## config.mk

```make
export PLATFORM = sky130hd
export DESIGN_NAME = pf_lanectrl_dly_seq
export DESIGN_NICKNAME = d
export VERILOG_FILES = /design/src/rtl/pf_lanectrl_dly_seq.sv
export SDC_FILE = /design/constraint.sdc
export NUM_CORES = 1
export LEC_CHECK = 0
export CORE_MARGIN = 4
export CORE_UTILIZATION = 45
export DETAILED_ROUTE_END_ITERATION = 10
export GPL_TIMING_DRIVEN = 0
export HOLD_SLACK_MARGIN = 0.05
export PLACE_DENSITY = 0.74
export SKIP_CTS_REPAIR_TIMING = 1
export SLEW_MARGIN = 40
export SYNTH_ARGS = -nofsm -noshare
export SYNTH_HDL_FRONTEND = slang
export SYNTH_SLANG_ARGS = --single-unit
```

## constraint.sdc

```tcl
create_clock -name FAB_CLK -period 4.5 [get_ports FAB_CLK]
set_input_delay 0.675 -clock FAB_CLK [delete_from_list [all_inputs] [get_ports FAB_CLK]]
set_output_delay 0.675 -clock FAB_CLK [all_outputs]
set_load 0.05 [all_outputs]
```

## src/rtl/pf_lanectrl_dly_seq.sv

```systemverilog
// rtl/pf_lanectrl_dly_seq.sv - TX DQS delay-line load/move sequencer for one PolarFire lane controller
// Optional feature macro: PF_LANECTRL_SEQ_PAUSE_EN (adds HS_IO_CLK_PAUSE bracketing via PRE/POST states)
module pf_lanectrl_dly_seq #(
    parameter int PAUSE_PRE  = 2,
    parameter int PAUSE_POST = 2,
    parameter int MOVE_GAP   = 4,
    parameter int LOAD_TAP   = 1,
    parameter int TAP_MAX    = 127
) (
    input  logic       FAB_CLK,
    input  logic       RESET,
    input  logic       CMD_VALID,
    output logic       CMD_READY,
    input  logic       CMD_OP,
    input  logic       CMD_DIR,
    input  logic [7:0] CMD_TAPS,
    output logic       DONE,
    output logic       ERR,
    output logic [7:0] TAP_POS,
    input  logic       TX_DELAY_LINE_OUT_OF_RANGE,
    output logic       DELAY_LINE_SEL,
    output logic       DELAY_LINE_LOAD,
    output logic       DELAY_LINE_DIRECTION,
    output logic       DELAY_LINE_MOVE,
    output logic       HS_IO_CLK_PAUSE
);

    // One shared down-counter times PRE, GAP and POST; size it for the longest of them.
    localparam int CNT_MAX_A = (PAUSE_PRE > PAUSE_POST) ? PAUSE_PRE : PAUSE_POST;
    localparam int CNT_MAX   = (CNT_MAX_A > MOVE_GAP) ? CNT_MAX_A : MOVE_GAP;
    localparam int CNT_W     = $clog2(CNT_MAX + 1);

    localparam logic [7:0] LOAD_TAP_V = 8'(LOAD_TAP);
    localparam logic [7:0] TAP_MAX_V  = 8'(TAP_MAX);

    typedef enum logic [2:0] {
        ST_IDLE,
        ST_PRE,
        ST_LOAD,
        ST_MOVE,
        ST_GAP,
        ST_POST,
        ST_DONE
    } state_t;

    state_t           state_q, state_d;
    logic [CNT_W-1:0] cnt_q, cnt_d;
    logic [7:0]       rem_q, rem_d;
    logic             op_q, op_d;
    logic             dir_q, dir_d;
    logic [7:0]       tap_q, tap_d;
    logic             err_q, err_d;

    logic             ready_q, ready_d;
    logic             done_q, done_d;
    logic             sel_q, sel_d;
    logic             load_q, load_d;
    logic             direction_q, direction_d;
    logic             move_q, move_d;
    logic             pause_q, pause_d;

    logic             start_op;
    logic             try_move;
    logic             finish;

    // Next-state: per-state timing first, then the shared "start op", "try a pulse" and "wrap up" steps.
    always_comb begin
        state_d  = state_q;
        cnt_d    = cnt_q;
        rem_d    = rem_q;
        op_d     = op_q;
        dir_d    = dir_q;
        tap_d    = tap_q;
        err_d    = err_q;
        start_op = 1'b0;
        try_move = 1'b0;
        finish   = 1'b0;

        case (state_q)
            ST_IDLE: begin
                if (CMD_VALID && ready_q) begin
                    op_d  = CMD_OP;
                    dir_d = CMD_DIR;
                    rem_d = CMD_TAPS;
                    err_d = 1'b0;
`ifdef PF_LANECTRL_SEQ_PAUSE_EN
                    state_d = ST_PRE;
                    cnt_d   = CNT_W'(PAUSE_PRE - 1);
`else
                    start_op = 1'b1;
`endif
                end
            end
            ST_PRE: begin
                if (cnt_q == '0) begin
                    start_op = 1'b1;
                end else begin
                    cnt_d = cnt_q - CNT_W'(1);
                end
            end
            ST_LOAD: begin
                finish = 1'b1;
            end
            ST_MOVE: begin
                state_d = ST_GAP;
                cnt_d   = CNT_W'(MOVE_GAP - 2);
            end
            ST_GAP: begin
                // A range fault reported during spacing abandons the remaining taps.
                if (TX_DELAY_LINE_OUT_OF_RANGE) begin
                    err_d  = 1'b1;
                    finish = 1'b1;
                end else if (cnt_q == '0) begin
                    if (rem_q != 8'd0) begin
                        try_move = 1'b1;
                    end else begin
                        finish = 1'b1;
                    end
                end else begin
                    cnt_d = cnt_q - CNT_W'(1);
                end
            end
            ST_POST: begin
                if (cnt_q == '0) begin
                    state_d = ST_DONE;
                end else begin
                    cnt_d = cnt_q - CNT_W'(1);
                end
            end
            ST_DONE: begin
                state_d = ST_IDLE;
            end
            default: begin
                state_d = ST_IDLE;
            end
        endcase

        if (start_op) begin
            if (!op_d) begin
                state_d = ST_LOAD;
                tap_d   = LOAD_TAP_V;
            end else if (rem_d != 8'd0) begin
                try_move = 1'b1;
            end else begin
                finish = 1'b1;
            end
        end

        // Bound check happens before entering MOVE, so an out-of-range step never pulses.
        if (try_move) begin
            if ((dir_d && (tap_q == TAP_MAX_V)) || (!dir_d && (tap_q == 8'd0))) begin
                err_d  = 1'b1;
                finish = 1'b1;
            end else begin
                state_d = ST_MOVE;
                tap_d   = dir_d ? (tap_q + 8'd1) : (tap_q - 8'd1);
                rem_d   = rem_d - 8'd1;
            end
        end

        if (finish) begin
`ifdef PF_LANECTRL_SEQ_PAUSE_EN
            state_d = ST_POST;
            cnt_d   = CNT_W'(PAUSE_POST - 1);
`else
            state_d = ST_DONE;
`endif
        end
    end

    // Output decode from the next state so every strobe leaves a flop aligned with its state.
    always_comb begin
        ready_d     = (state_d == ST_IDLE);
        done_d      = (state_d == ST_DONE);
        load_d      = (state_d == ST_LOAD);
        move_d      = (state_d == ST_MOVE);
        sel_d       = load_d || move_d;
        direction_d = ((state_d != ST_IDLE) && (state_d != ST_DONE)) ? dir_d : 1'b0;
`ifdef PF_LANECTRL_SEQ_PAUSE_EN
        pause_d     = (state_d == ST_PRE) || (state_d == ST_LOAD) || (state_d == ST_MOVE) ||
                      (state_d == ST_GAP) || (state_d == ST_POST);
`else
        pause_d     = 1'b0;
`endif
    end

    // State, bookkeeping and registered outputs; reset drops any strobe in flight.
    always_ff @(posedge FAB_CLK) begin
        if (RESET) begin
            state_q     <= ST_IDLE;
            cnt_q       <= '0;
            rem_q       <= 8'd0;
            op_q        <= 1'b0;
            dir_q       <= 1'b0;
            tap_q       <= LOAD_TAP_V;
            err_q       <= 1'b0;
            ready_q     <= 1'b1;
            done_q      <= 1'b0;
            sel_q       <= 1'b0;
            load_q      <= 1'b0;
            direction_q <= 1'b0;
            move_q      <= 1'b0;
            pause_q     <= 1'b0;
        end else begin
            state_q     <= state_d;
            cnt_q       <= cnt_d;
            rem_q       <= rem_d;
            op_q        <= op_d;
            dir_q       <= dir_d;
            tap_q       <= tap_d;
            err_q       <= err_d;
            ready_q     <= ready_d;
            done_q      <= done_d;
            sel_q       <= sel_d;
            load_q      <= load_d;
            direction_q <= direction_d;
            move_q      <= move_d;
            pause_q     <= pause_d;
        end
    end

    assign CMD_READY            = ready_q;
    assign DONE                 = done_q;
    assign ERR                  = err_q;
    assign TAP_POS              = tap_q;
    assign DELAY_LINE_SEL       = sel_q;
    assign DELAY_LINE_LOAD      = load_q;
    assign DELAY_LINE_DIRECTION = direction_q;
    assign DELAY_LINE_MOVE      = move_q;
    assign HS_IO_CLK_PAUSE      = pause_q;

endmodule

```

==> impl_metrics.tcl, run 1 <==
set metrics [dict create \
    start_util 0.469 \
    root_buffer "clkbuf_8" \
    peakVddDrop_v 0.000641 \
    tritoncts "yes" \
    crit_required_ns 4.73 \
    finalSetupViolations 0 \
    setup_tns_ns 0 \
    async_flop_share 0 \
    cap_viol_max_count 0 \
    p_comb_frac 0.660 \
    hold_path.class "reg -> reg" \
    grt_pass1_vias 1827 \
    crit_cells 11 \
    synth_area_sq_um 2050 \
    p_sw_frac 0.483 \
    use_met3 0.0475 \
    p_clk_frac 0.120 \
    max_stage_delay_ns 0.49 \
    ant_nets 0 \
    ys_seq_area_frac 0.302 \
    grt_use_met2 0.311 \
    crit_path_end_kind "register" \
    firstDrtPassIters 5 \
    r2r_setup_slack_ns 0.73 \
    clkSinkCount 31 \
    vias_per_cell 5.89 \
    critPathLaunchType "input pin" \
    die-area_sq_um 5710 \
    htreeDepth 2 \
    critical_path.max_fanout 8 \
    synth-seq-cells 31 \
    r2r_end "DELAY_LINE_DIRECTION" \
    dieHeight_um 75.6 \
    setup_ws_ns 0.426 \
    grt-busiest-layer "met2" \
    grt_max_degree 11 \
    path_clk_slew_ns 0.06 \
    max_slew_margin 0.620 \
    timing_hold_violations_final 0 \
    ios 30 \
    overflow 0 \
    critPathLaunch "CMD_VALID" \
    critical_path.top_delay_family "simple AND/OR/NAND/NOR gates" \
    maxSlewViolCount 0 \
    grt_pass1_wl_um 8260 \
    syn_to_final_growth_pct 21.7 \
    power-per-cell-area_nw_per_um2 812 \
    dieWidth_um 75.6 \
    status "finished clean" \
    synth-edff-count 0 \
    gp_congestion 0.933 \
    core_sq_um 4380 \
    clk_latency_ns 0.29 \
    cts_buffer_depth 2 \
    finalCoreUtilization 0.570 \
    reg2reg_from "state_q[2]" \
    antenna_found_initial 0 \
    drt-total-wl_um 5170 \
    vias 1949 \
    port_buffers 28 \
    fin_nets 303 \
    grt_usage 0.191 \
    drive_gt1_frac 0.0932 \
    drt_iter0_drc 226 \
    synth_nets 268 \
    synth.avg_cell_area_sq_um 8.45 \
    drc 0 \
    place_hpwl_um 3740 \
    switchingPower_uw 981 \
    routedWlPerCell_um 15.6 \
    hold_path_startpoint "cnt_q[0]" \
    yosysWarnings 0 \
    cp.arrival_ns 4.30 \
    finalCriticalPeriod_ns 4.07 \
    tightestPinTransition_ns 0.571 \
    fin_crit_sh 0.905 \
    crit_path_top_delay_cell "nor2_2" \
    skew_ns 0.00305 \
    crit_path_end "DELAY_LINE_DIRECTION" \
    worstSetupPathType "in -> reg" \
    pre_cts_ws_ns 0.150 \
    synthCells 243 \
    netlist-cell-type-count 65 \
    final_common_cell "dfxtp_1" \
    layout_common_cells "dfxtp_1, clkdlybuf4s50_1, nand2_1, a21oi_1, nor2_1" \
    seqPwrFrac 0.220 \
    fp-row-count 24 \
    synth-main-ff-cell "dfxtp_1" \
    r2r_cells 11 \
    cts_buffers 5 \
    path_buf_inv 1 \
    internal_power_uw 1050 \
    crit_chain "clkdlybuf4s50_1, nand4bb_1, nor2_2, mux2i_1, ha_1, or3b_2, nor4_2, a221oi_1, o22ai_1, nor3b_1, o211a_1" \
    p_leak_uw 0.000955 \
    grt_use_met1 0.243 \
    rsz0062_at_grt "false" \
    diodes 0 \
    fmax_ghz 0.245 \
]
==> Yosys cell counts (5+ instances only) <==
cell type | instances | share of area
xnor2_1 | 5 | 0.021
dfxtp_1 | 31 | 0.30
ha_1 | 10 | 0.061
and2_1 | 6 | 0.018
nand3b_1 | 7 | 0.026
nor2_1 | 14 | 0.026
a21oi_1 | 20 | 0.049
o21ai_0 | 7 | 0.017
nand2_1 | 24 | 0.044
nand3_1 | 11 | 0.027
mux2i_1 | 7 | 0.034
inv_1 | 9 | 0.016
==> per-stage QoR <==
stage	cells	total power, uW	hold slack, ns	cell area (sq um)
after floorplan	243	1460	0.441	2050
after global placement	323	1750	0.456	2400
after detailed placement	323	1770	0.471	2400
after CTS	331	2020	0.480	2500
after global routing	331	2180	0.518	2500
final	331	2030	0.480	2500
==> per-layer routing <==
metal	vias up	routed length (um)
met2	71	2430
met4	0	102
li1	956	-
met3	13	315
met5	-	0
met1	909	2320
==> power by group through the flow <==
stage	logic [uW]	clock network [uW]	registers [uW]
3_5_place_dp	1320	0	451
2_1_floorplan	880	0	582
3_3_place_gp	1300	0	449
4_1_cts	1330	251	445
6_report	1340	244	447
5_1_grt	1460	262	458
==> tightest hold or removal path: cells and delay by family (launching register included) <==
kind	cells	cell delay, ns
DFF	1	0.33
and+or+nand+nor	1	0.06
AOI/OAI and AO/OA	1	0.05
==> how the worst min path moves through the flow <==
stage,end,cells after the start
after floorplan,op_q,2
after global placement,op_q,2
after detailed placement,op_q,2
after CTS,op_q,2
after global routing,cnt_q[0],2
final,cnt_q[0],2
==> state kept, by name (all words and copies together) (netlist names) <==
register	flops
CMD_READY	1
DELAY_LINE_DIRECTION	1
DELAY_LINE_LOAD	1
DELAY_LINE_MOVE	1
DELAY_LINE_SEL	1
DONE	1
ERR	1
TAP_POS	8
cnt_q	3
dir_q	1
op_q	1
rem_q	8
state_q	3
==> cell families after synthesis <==
group,Yosys count,synth area share
and+or+nand+nor,105,0.294
adders and majority gates,11,0.0706
muxes,8,0.0396
AOI/OAI and AO/OA,60,0.217
other,1,0.00183
xor gates and xnor gates,8,0.0341
DFF,31,0.302
buffers and inverters,19,0.0408
==> layout make-up <==
type | instances | area, sq um
multi-input cells | 193 | 1350
fillers | 401 | 1880
clock buffers | 8 | 100
inverters | 9 | 33.8
plain buffers | 10 | 50.0
repair buffers | 28 | 280
well taps | 52 | 65.1
flip-flops and latches | 31 | 621
(Power assumes the default switching activity.)
==> run 2: changes to the inputs <==
--- a/config.mk
+++ b/config.mk
@@ -12,6 +12,7 @@
 export HOLD_SLACK_MARGIN = 0.05
 export PLACE_DENSITY = 0.74
 export SKIP_CTS_REPAIR_TIMING = 1
+export SKIP_LAST_GASP = 1
 export SLEW_MARGIN = 40
 export SYNTH_ARGS = -nofsm -noshare
 export SYNTH_HDL_FRONTEND = slang
==> results of run 2 <==
No change in the layout: final DEF, timing and power equal those of run 1.
==> run 3: changes to the inputs <==
--- a/config.mk
+++ b/config.mk
@@ -12,7 +12,6 @@
 export HOLD_SLACK_MARGIN = 0.05
 export PLACE_DENSITY = 0.74
 export SKIP_CTS_REPAIR_TIMING = 1
-export SKIP_LAST_GASP = 1
 export SLEW_MARGIN = 40
 export SYNTH_ARGS = -nofsm -noshare
 export SYNTH_HDL_FRONTEND = slang
==> results of run 3 <==
No change in the layout: final DEF, timing and power equal those of run 1.
